[config.mk]
export PLATFORM = sky130hd
export DESIGN_NAME = uart_rx_ctrl
export DESIGN_NICKNAME = d
export VERILOG_FILES = /design/src/rtl/uart_rx_pkg.sv /design/src/rtl/uart_rx_edge_bit_cnt.sv /design/src/rtl/uart_rx_ctrl.sv
export SDC_FILE = /design/constraint.sdc
export NUM_CORES = 1
export LEC_CHECK = 0
export CORE_MARGIN = 1
export CORE_UTILIZATION = 50
export CTS_CLUSTER_DIAMETER = 50
export DETAILED_ROUTE_END_ITERATION = 7
export PLACE_DENSITY = 0.82
export REMOVE_ABC_BUFFERS = 1
export SYNTH_ARGS = -nofsm -noshare
export SYNTH_HDL_FRONTEND = slang
export SYNTH_HIERARCHICAL = 1
export SYNTH_SLANG_ARGS = --single-unit
[constraint.sdc]
create_clock -name CLK -period 9.25 [get_ports CLK]
set_input_delay 1.85 -clock CLK [delete_from_list [all_inputs] [get_ports CLK]]
set_output_delay 1.85 -clock CLK [all_outputs]
set_load 0.005 [all_outputs]
[src/rtl/uart_rx_pkg.sv]
// ---------------------------------------------------------------------------
// uart_rx_pkg
// Shared definitions for the UART RX controller slice.
//   rx_state_e     : receive sequencer state encoding
//   PS_8/16/32     : supported oversampling ratios
//   DATA_WIDTH_DEF : default number of data bits per frame
//   ps_supported() : true when a prescale value is one of the supported ratios
// ---------------------------------------------------------------------------
package uart_rx_pkg;

    typedef enum logic [2:0] {
        ST_IDLE   = 3'd0,
        ST_START  = 3'd1,
        ST_DATA   = 3'd2,
        ST_PARITY = 3'd3,
        ST_STOP   = 3'd4
    } rx_state_e;

    localparam int unsigned PS_8           = 8;
    localparam int unsigned PS_16          = 16;
    localparam int unsigned PS_32          = 32;
    localparam int unsigned DATA_WIDTH_DEF = 8;

    function automatic logic ps_supported(input logic [31:0] ps);
        return (ps == PS_8) || (ps == PS_16) || (ps == PS_32);
    endfunction

endpackage

[src/rtl/uart_rx_edge_bit_cnt.sv]
// ---------------------------------------------------------------------------
// uart_rx_edge_bit_cnt
// Oversampling edge counter and frame bit counter.
//   clk, rst_n   : clock, asynchronous active-low reset
//   en_i         : count while high; edge counter held at 0 while low
//   bit_clr_i    : hold the bit counter at 0
//   prescale_i   : latched oversampling ratio
//   edge_cnt_o   : edge index within the current bit, 0..prescale_i-1
//   bit_cnt_o    : number of bit ends seen since the last clear
//   bit_end_o    : high on the last edge of the current bit
// ---------------------------------------------------------------------------
module uart_rx_edge_bit_cnt #(
    parameter int unsigned PRESCALE_W = 6,
    parameter int unsigned BIT_CNT_W  = 4
) (
    input  logic                  clk,
    input  logic                  rst_n,
    input  logic                  en_i,
    input  logic                  bit_clr_i,
    input  logic [PRESCALE_W-1:0] prescale_i,
    output logic [PRESCALE_W-1:0] edge_cnt_o,
    output logic [BIT_CNT_W-1:0]  bit_cnt_o,
    output logic                  bit_end_o
);

    logic [PRESCALE_W-1:0] edge_q, edge_d;
    logic [BIT_CNT_W-1:0]  bit_q, bit_d;
    logic                  bit_end;

    assign bit_end = en_i && (edge_q == (prescale_i - PRESCALE_W'(1)));

    always_comb begin
        edge_d = edge_q;
        bit_d  = bit_q;
        if (!en_i) begin
            edge_d = '0;
            bit_d  = '0;
        end else begin
            edge_d = bit_end ? '0 : edge_q + PRESCALE_W'(1);
            if (bit_clr_i) begin
                bit_d = '0;
            end else if (bit_end) begin
                bit_d = bit_q + BIT_CNT_W'(1);
            end
        end
    end

    always_ff @(posedge clk or negedge rst_n) begin
        if (!rst_n) begin
            edge_q <= '0;
            bit_q  <= '0;
        end else begin
            edge_q <= edge_d;
            bit_q  <= bit_d;
        end
    end

    assign edge_cnt_o = edge_q;
    assign bit_cnt_o  = bit_q;
    assign bit_end_o  = bit_end;

endmodule

[src/rtl/uart_rx_ctrl.sv]
// ---------------------------------------------------------------------------
// uart_rx_ctrl
// UART receive sequencer: detects the start edge, drives the oversampling
// data sampler, steps through start/data/parity/stop bits, assembles the
// byte from the sampler's voted bit and pulses data_valid or an error flag.
//   CLK, RST    : oversampling clock, asynchronous active-low reset
//   RX_IN       : serial line (idle high), only looked at in IDLE
//   prescale    : oversampling ratio (8, 16 or 32), latched at frame start
//   PAR_EN      : parity bit present; PAR_TYP : 0 even, 1 odd
//   sampled_bit : majority-voted bit from the sampler
//   dat_samp_en : sampler enable; edge_cnt : edge index within the bit
//   P_DATA      : received byte, updated only with data_valid
//   data_valid, par_err, stp_err : one-cycle result pulses
//   err_cnt     : saturating frame error count
// Build option: define UART_RX_ERR_CNT_EN to build the err_cnt counter;
// otherwise err_cnt is tied to 0.
// ---------------------------------------------------------------------------
module uart_rx_ctrl
    import uart_rx_pkg::*;
#(
    parameter int unsigned DATA_WIDTH = DATA_WIDTH_DEF,
    parameter int unsigned PRESCALE_W = 6
) (
    input  logic                  CLK,
    input  logic                  RST,
    input  logic                  RX_IN,
    input  logic [PRESCALE_W-1:0] prescale,
    input  logic                  PAR_EN,
    input  logic                  PAR_TYP,
    input  logic                  sampled_bit,
    output logic                  dat_samp_en,
    output logic [PRESCALE_W-1:0] edge_cnt,
    output logic [DATA_WIDTH-1:0] P_DATA,
    output logic                  data_valid,
    output logic                  par_err,
    output logic                  stp_err,
    output logic [7:0]            err_cnt
);

    localparam int unsigned BIT_CNT_W = $clog2(DATA_WIDTH + 1);

    rx_state_e             state_q;
    logic [PRESCALE_W-1:0] ps_q;
    logic                  par_en_q;
    logic                  par_typ_q;
    logic                  par_flag_q;
    logic [DATA_WIDTH-1:0] shift_q;
    logic [DATA_WIDTH-1:0] p_data_q;
    logic                  samp_en_q;
    logic                  data_valid_q;
    logic                  par_err_q;
    logic                  stp_err_q;

    logic                  cnt_en;
    logic                  bit_clr;
    logic [BIT_CNT_W-1:0]  bit_cnt;
    logic                  bit_end;
    logic                  par_exp;

    assign cnt_en  = (state_q != ST_IDLE);
    // Bit counter sits at 0 through the start bit so DATA begins at index 0.
    assign bit_clr = (state_q == ST_START);
    assign par_exp = par_typ_q ? ~^shift_q : ^shift_q;

    uart_rx_edge_bit_cnt #(
        .PRESCALE_W (PRESCALE_W),
        .BIT_CNT_W  (BIT_CNT_W)
    ) u_edge_bit_cnt (
        .clk        (CLK),
        .rst_n      (RST),
        .en_i       (cnt_en),
        .bit_clr_i  (bit_clr),
        .prescale_i (ps_q),
        .edge_cnt_o (edge_cnt),
        .bit_cnt_o  (bit_cnt),
        .bit_end_o  (bit_end)
    );

    always_ff @(posedge CLK or negedge RST) begin
        if (!RST) begin
            state_q      <= ST_IDLE;
            ps_q         <= '0;
            par_en_q     <= 1'b0;
            par_typ_q    <= 1'b0;
            par_flag_q   <= 1'b0;
            shift_q      <= '0;
            p_data_q     <= '0;
            samp_en_q    <= 1'b0;
            data_valid_q <= 1'b0;
            par_err_q    <= 1'b0;
            stp_err_q    <= 1'b0;
        end else begin
            data_valid_q <= 1'b0;
            par_err_q    <= 1'b0;
            stp_err_q    <= 1'b0;
            unique case (state_q)
                ST_IDLE: begin
                    if (!RX_IN && ps_supported(32'(prescale))) begin
                        state_q    <= ST_START;
                        ps_q       <= prescale;
                        par_en_q   <= PAR_EN;
                        par_typ_q  <= PAR_TYP;
                        par_flag_q <= 1'b0;
                        samp_en_q  <= 1'b1;
                    end
                end
                ST_START: begin
                    if (bit_end) begin
                        if (!sampled_bit) begin
                            state_q <= ST_DATA;
                        end else begin
                            state_q   <= ST_IDLE;
                            samp_en_q <= 1'b0;
                        end
                    end
                end
                ST_DATA: begin
                    if (bit_end) begin
                        for (int unsigned i = 0; i < DATA_WIDTH; i++) begin
                            if (bit_cnt == BIT_CNT_W'(i)) begin
                                shift_q[i] <= sampled_bit;
                            end
                        end
                        if (bit_cnt == BIT_CNT_W'(DATA_WIDTH - 1)) begin
                            state_q <= par_en_q ? ST_PARITY : ST_STOP;
                        end
                    end
                end
                ST_PARITY: begin
                    if (bit_end) begin
                        par_flag_q <= (sampled_bit != par_exp);
                        state_q    <= ST_STOP;
                    end
                end
                ST_STOP: begin
                    if (bit_end) begin
                        state_q   <= ST_IDLE;
                        samp_en_q <= 1'b0;
                        par_err_q <= par_flag_q;
                        stp_err_q <= ~sampled_bit;
                        if (!par_flag_q && sampled_bit) begin
                            data_valid_q <= 1'b1;
                            p_data_q     <= shift_q;
                        end
                    end
                end
                default: begin
                    state_q   <= ST_IDLE;
                    samp_en_q <= 1'b0;
                end
            endcase
        end
    end

`ifdef UART_RX_ERR_CNT_EN
    logic [7:0] err_cnt_q;
    logic       frame_err;

    // Counted on the same edge that raises par_err/stp_err, once per frame.
    assign frame_err = (state_q == ST_STOP) && bit_end && (par_flag_q || !sampled_bit);

    always_ff @(posedge CLK or negedge RST) begin
        if (!RST) begin
            err_cnt_q <= '0;
        end else if (frame_err && (err_cnt_q != '1)) begin
            err_cnt_q <= err_cnt_q + 8'd1;
        end
    end

    assign err_cnt = err_cnt_q;
`else
    assign err_cnt = '0;
`endif

    assign dat_samp_en = samp_en_q;
    assign P_DATA      = p_data_q;
    assign data_valid  = data_valid_q;
    assign par_err     = par_err_q;
    assign stp_err     = stp_err_q;

endmodule

Yosys cells after proc, flatten, opt, wreduce, memory -nomap -nowiden
Cells that the tools add are included.
{"block": "op_classes", "order_cmp": 0, "bitwise_logic": 2, "reduce_logical": 27, "n_shift": 0, "multipliers": 0, "addsub": 3, "eq_ne": 24, "div": 0, "mux": 30}
{"cell": "AND reduction 3 bit", "count": 10}
{"cell": "two-way mux 3 bit", "count": 7}
{"cell": "== test 4 x 3 -> 1 bit, second input constant", "count": 4}
{"cell": "case mux 3 bit (5 select lines)", "count": 1}
{"cell": "two-way mux 1 bit", "count": 14}
{"cell": "two-way mux 4 bit", "count": 3}
{"cell": "two-way mux 6 bit", "count": 2}
{"cell": "== test 4 x 2 -> 1 bit, second input constant", "count": 2}
{"cell": "!= test 2 x 1 -> 1 bit, second input constant", "count": 4}
{"cell": "XNOR reduction 8 bit", "count": 1}
{"cell": "XOR reduction 8 bit", "count": 1}
{"cell": "adder 6 x 1 -> 6 bit, second input constant", "count": 1}
{"cell": "== test 3 x 2 -> 1 bit, second input constant", "count": 2}
{"cell": "== test 6 x 4 -> 1 bit, second input constant", "count": 1}
{"cell": "== test 6 x 5 -> 1 bit, second input constant", "count": 1}
{"cell": "== test 6 bit", "count": 1}
{"cell": "== test 6 bit, second input constant", "count": 1}
{"cell": "!= test 2 bit, second input constant", "count": 3}
{"cell": "AND reduction 6 bit", "count": 1}
{"cell": "subtractor 6 x 1 -> 6 bit, second input constant", "count": 1}
{"cell": "AND reduction 5 bit", "count": 1}
{"cell": "adder 4 x 1 -> 4 bit, second input constant", "count": 1}
{"cell": "== test 4 x 1 -> 1 bit, second input constant", "count": 1}
{"cell": "zero test 4 bit", "count": 1}
{"cell": "other kinds (16)", "count": 21}
{"block": "word_totals", "inputBits": 12, "mem_bits_rw": 0, "reg_bits": 42, "romBits": 0, "latch_bits": 0, "out_inout_bits": 26, "mem_count": 0, "wordCells": 106}

Longest topological paths before layout
{"block": "depth", "ltp_word": 6, "ltp_mapped": 11, "mapped_depth_nobuf": 11}

By module
Netlist, hierarchy kept.
{"module": "uart_rx_ctrl", "cells_each": 129, "seq_area_each_um2": 800.8, "area_per_inst_um2": 1531.5, "n_inst": 1}
{"module": "uart_rx_edge_bit_cnt", "cells_each": 67, "seq_area_each_um2": 250.2, "area_per_inst_um2": 661.9, "n_inst": 1}

Worst setup path before layout
No wires, ideal clock.
{"block": "synth_timing", "kind": "register -> register", "startpoint": "reg ps_q[0]", "endpoint": "reg shift_q[1]", "t_required_ns": 9.125, "slack_ns": 6.174, "stages_incl_launch_ff": 11, "synth_period_minus_slack_ns": 3.076, "t_arrival_ns": 2.952, "path_buffers": 0, "setup_ns": 0.125, "cell_sequence": "dfrtp_1 inv_1 ha_1 xor2_1 nand3_1 or4b_4 nor2_2 nand2_1 or4_4 nor3b_2 mux2_2"}
{"block": "synth_between", "elab_chain_cells": 4}
{"element": "start: declaration", "line_no": "uart_rx_ctrl.sv:43", "rtl": "logic [PRESCALE_W-1:0] ps_q;"}
{"element": "start signal: assignment", "line_no": "uart_rx_ctrl.sv:100", "rtl": "ps_q <= prescale;"}
{"element": "subtractor 6 x 1 -> 6 bit", "line_no": "uart_rx_edge_bit_cnt.sv:30", "rtl": "assign bit_end = en_i && (edge_q == (prescale_i - PRESCALE_W'(1)));"}
{"element": "== test 6 bit", "line_no": "uart_rx_edge_bit_cnt.sv:30"}
{"element": "logical AND 1 bit", "line_no": "uart_rx_edge_bit_cnt.sv:30"}
{"element": "named net bit_end", "line_no": "uart_rx_ctrl.sv:57", "rtl": "logic bit_end;"}
{"element": "AND reduction 3 bit (no line)"}
{"element": "end signal: indexed assignment", "line_no": "uart_rx_ctrl.sv:121", "rtl": "shift_q[i] <= sampled_bit;"}
{"element": "end: declaration", "line_no": "uart_rx_ctrl.sv:47", "rtl": "logic [DATA_WIDTH-1:0] shift_q;"}
The timed path passes the listed nets, and every way through them passes these cells.
A chain may end at the register's enable or synchronous reset.

Final worst setup path
{"block": "layout_timing", "startpoint": "reg state_q[0]", "endpoint": "reg shift_q[0]"}
{"block": "layout_between", "elab_chain_cells": 3, "word_cells_on_any_way": 4, "cone_classes": "eq/ne (1); reduce/logical (3)"}
{"element": "start: declaration", "line_no": "uart_rx_ctrl.sv:42", "rtl": "rx_state_e state_q;"}
{"element": "start signal: assignment", "line_no": "uart_rx_ctrl.sv:125", "rtl": "state_q <= par_en_q ? ST_PARITY : ST_STOP;"}
{"element": "nonzero test 3 bit", "line_no": "uart_rx_ctrl.sv:60", "rtl": "assign cnt_en = (state_q != ST_IDLE);"}
{"element": "named net cnt_en", "line_no": "uart_rx_ctrl.sv:54", "rtl": "logic cnt_en;"}
{"element": "logical AND 1 bit", "line_no": "uart_rx_edge_bit_cnt.sv:30"}
{"element": "named net bit_end", "line_no": "uart_rx_ctrl.sv:57"}
{"element": "AND reduction 3 bit (no line)"}
The timed path passes the listed nets, and every way through them passes these cells.

==> results.sh <==
export IMPL_outcome="finished clean"
export IMPL_pin_count=38
export IMPL_clkLatencyLatePin_ns=0.29
export IMPL_instances_no_fill=279
export IMPL_layout_commonest_cell="dfrtp_1"
export IMPL_fillers=334
export IMPL_slowest_delay_ns=0.58
export IMPL_use_met3_pct=4.000
export IMPL_globalplace_congestion=0.7373
export IMPL_crit_buf_inv=1
export IMPL_worstPathArrival_ns=3.68
export IMPL_synthTopCellsByArea="dfrtp_1 (48%), mux2_2 (11%), xnor2_1 (6.0%)"
export IMPL_hp_class="reg2reg"
export IMPL_rsz0062_at_grt="false"
export IMPL_cts_htree_levels=2
export IMPL_grt_ovfl_total=0
export IMPL_synth_top_cell_area_share_pct=47.92
export IMPL_synth_top_cell_by_area="dfrtp_1"
export IMPL_leakage_nw=1.101
export IMPL_hold_viol=0
export IMPL_r2r_end="shift_q[0]$_DFFE_PN0P_"
export IMPL_slew_headroom_pct=38.43
export IMPL_drt_wl_total_um=3919
export IMPL_yosysUniqueCellTypes=43
export IMPL_cp_start_kind="register"
export IMPL_dr_pass1_iters=4
export IMPL_die_y_um=68.23
export IMPL_cp_common_cell="nor3_1"
export IMPL_diodes=0
export IMPL_hold_start="par_en_q$_DFFE_PN0P_"
export IMPL_setup_ws_ns=5.752
export IMPL_rrSetupSlack_ns=5.75
export IMPL_final_setup_tns_ns=0
export IMPL_drive_gt1_share_pct=17.47
export IMPL_post_synth_cell_area_avg_um2=11.19
export IMPL_dp_cells=271
export IMPL_worstPathRequired_ns=9.43
export IMPL_drtIter0Drc=79
export IMPL_rows=23
export IMPL_ys_seq_area_share_pct=47.92
export IMPL_hpwl_um=2724
export IMPL_crit_family="simple AND/OR/NAND/NOR gates"
export IMPL_first_global_vias=1472
export IMPL_die_x_um=68.23
export IMPL_critPathSlowestCell="dfrtp_1"
export IMPL_cts_resized=0
export IMPL_synth_area_um2=2193
export IMPL_tightest_slew_ns=0.9236
export IMPL_regToRegStartpoint="state_q[0]$_DFFE_PN0P_"
export IMPL_final_cell_mix="dfrtp_1 (42), clkdlybuf4s50_1 (28), mux2_2 (22)"
export IMPL_cts_buffer_depth=2
export IMPL_min_to="par_en_q$_DFFE_PN0P_"
export IMPL_grt_pass1_wl_um=6513
export IMPL_antenna_left=0
export IMPL_reg2reg_depth=9
export IMPL_total_power_mw=0.5296
export IMPL_slew_violations=0
export IMPL_wl_per_cell_um=14.05
export IMPL_dp_worst_setup_slack_ns=5.701
export IMPL_via_per_inst=5.348
export IMPL_ir_worst_vdd_v=0.0001379
export IMPL_antenna_found_initial=0
export IMPL_grt_max_degree=43
export IMPL_io_buffers=29
export IMPL_synth_ff_type="dfrtp_1"
export IMPL_cts_tree="done"
export IMPL_power_density_nw_per_um2=205.0
export IMPL_dieArea_um2=4655
export IMPL_postCtsHoldBufs=0
export IMPL_fin_util_pct=62.79
export IMPL_async_flop_share_pct=100.0
export IMPL_cts_setup_buffers=0
export IMPL_cts_buffers=5
export IMPL_initial_utilization_pct=53.30
export IMPL_clock_sinks=42
export IMPL_path_cells="nor3_1 > inv_1 > nand3_1 > or4b_4 > nor2_2 > nand2_1 > or4_4 > nor3_1 > mux2_2"
export IMPL_fin_nets=243
export IMPL_grtUsageMet1_pct=24.04
export IMPL_skew_ns=0.003769
export IMPL_synth_edf_count=0
export IMPL_clockRootBuffer="clkbuf_8"
export IMPL_hold_depth=1
export IMPL_use_met2_pct=32.72
export IMPL_fmax_mhz=285.9
export IMPL_critical_path_class="reg2reg"
export IMPL_cap_viol_max_count=0
export IMPL_clkTransAtPathRegs_ns=0.08
export IMPL_ys_seq_elements=42
export IMPL_yosysWarnings=6
export IMPL_core_area_um2=4115
export IMPL_area_growth_pct=17.80
export IMPL_track_usage_pct=19.26
export IMPL_worst_setup_path_end_kind="register"
export IMPL_grt_busiest_layer="met2"
export IMPL_min_period_ns=3.498
export IMPL_period_share_pct=37.82
export IMPL_vias=1492
export IMPL_cp_max_fo=13
export IMPL_syn_inst=196
export IMPL_drc=0
export IMPL_finalSetupViolCount=0
-- routing by layer --
metal  wire [um]  vias up  share of wire, %
met2        1955       31                50
met3          97        6               2.5
met4          50        0               1.3
met5           0        -                 0
li1            -      737                 -
met1        1816      718                46
-- metrics by stage --
| step | cell area, um2 | hold slack, ns |
|---|---|---|
| 6_report | 2584 | 0.5093 |
| 3_3_place_gp | 2494 | 0.4880 |
| 5_1_grt | 2584 | 0.5399 |
| 4_1_cts | 2584 | 0.5137 |
| 2_1_floorplan | 2146 | 0.4667 |
| 3_5_place_dp | 2494 | 0.4945 |
-- worst max path at each step --
| stage | start | endpoint | slack [ns] | cells past startpoint |
|---|---|---|---|---|
| final | state_q[0]$_DFFE_PN0P_ | shift_q[0]$_DFFE_PN0P_ | 5.75 | 9 |
| after global placement | prescale[1] | ps_q[3]$_DFFE_PN0P_ | 5.71 | 5 |
| after detailed placement | prescale[3] | par_typ_q$_DFFE_PN0P_ | 5.70 | 5 |
| after floorplan | ps_q[0]$_DFFE_PN0P_ | shift_q[1]$_DFFE_PN0P_ | 6.17 | 10 |
| after CTS | state_q[0]$_DFFE_PN0P_ | shift_q[1]$_DFFE_PN0P_ | 5.81 | 9 |
| after global routing | state_q[0]$_DFFE_PN0P_ | shift_q[0]$_DFFE_PN0P_ | 5.57 | 9 |
-- cell families after synthesis --
| group | synth area share [%] |
|---|---|
| adders and majority gates | 1.712 |
| muxes | 12.21 |
| AOI/OAI and AO/OA | 5.705 |
| xor gates and xnor gates | 7.587 |
| buffers and inverters | 4.735 |
| other | 0.1710 |
| DFF | 47.92 |
| and+or+nand+nor | 19.97 |
-- registers in the layout (all words and copies together) (netlist names) --
signal                     flops
data_valid                     1
par_typ_q                      1
par_en_q                       1
shift_q                        8
stp_err                        1
par_flag_q                     1
par_err                        1
P_DATA                         8
ps_q                           6
dat_samp_en                    1
u_edge_bit_cnt/bit_cnt_o       4
state_q                        3
u_edge_bit_cnt/edge_cnt_o      6
-- final cells by class --
class | instances | area [um2] | share of cell area [%]
sequential | 42 | 1051 | 40.68
inverter | 8 | 30.03 | 1.162
clock buffer | 5 | 68.82 | 2.663
tap | 50 | 62.56 | 2.421
clock inverter | 3 | 21.27 | 0.8232
timing repair buffer | 29 | 285.3 | 11.04
multi-input combinational | 142 | 1065 | 41.21
-- worst register-to-register path, delay by kind of cell, from the launching register on --
kind | cells | cell delay (ns)
AND/OR/NAND/NOR | 7 | 2.19
flip-flops | 1 | 0.58
multiplexers | 1 | 0.35
buffers and inverters | 1 | 0.28
-- cells in the mapped netlist (6+ instances only) --
cell type	count
nand3_1	9
inv_1	8
xnor2_1	15
nand2_1	10
buf_4	8
nor3b_1	6
o21ai_0	8
dfrtp_1	42
mux2_2	22
nor2_1	6
-- where the power goes --
group          total, mW  leakage (nW)  internal [mW]  switching (mW)
logic              0.165         0.491         0.0884          0.0767
clock network      0.118        0.0441         0.0530          0.0645
registers          0.247         0.566          0.210          0.0370
total              0.530          1.10          0.351           0.178
(Power assumes the default switching activity.)
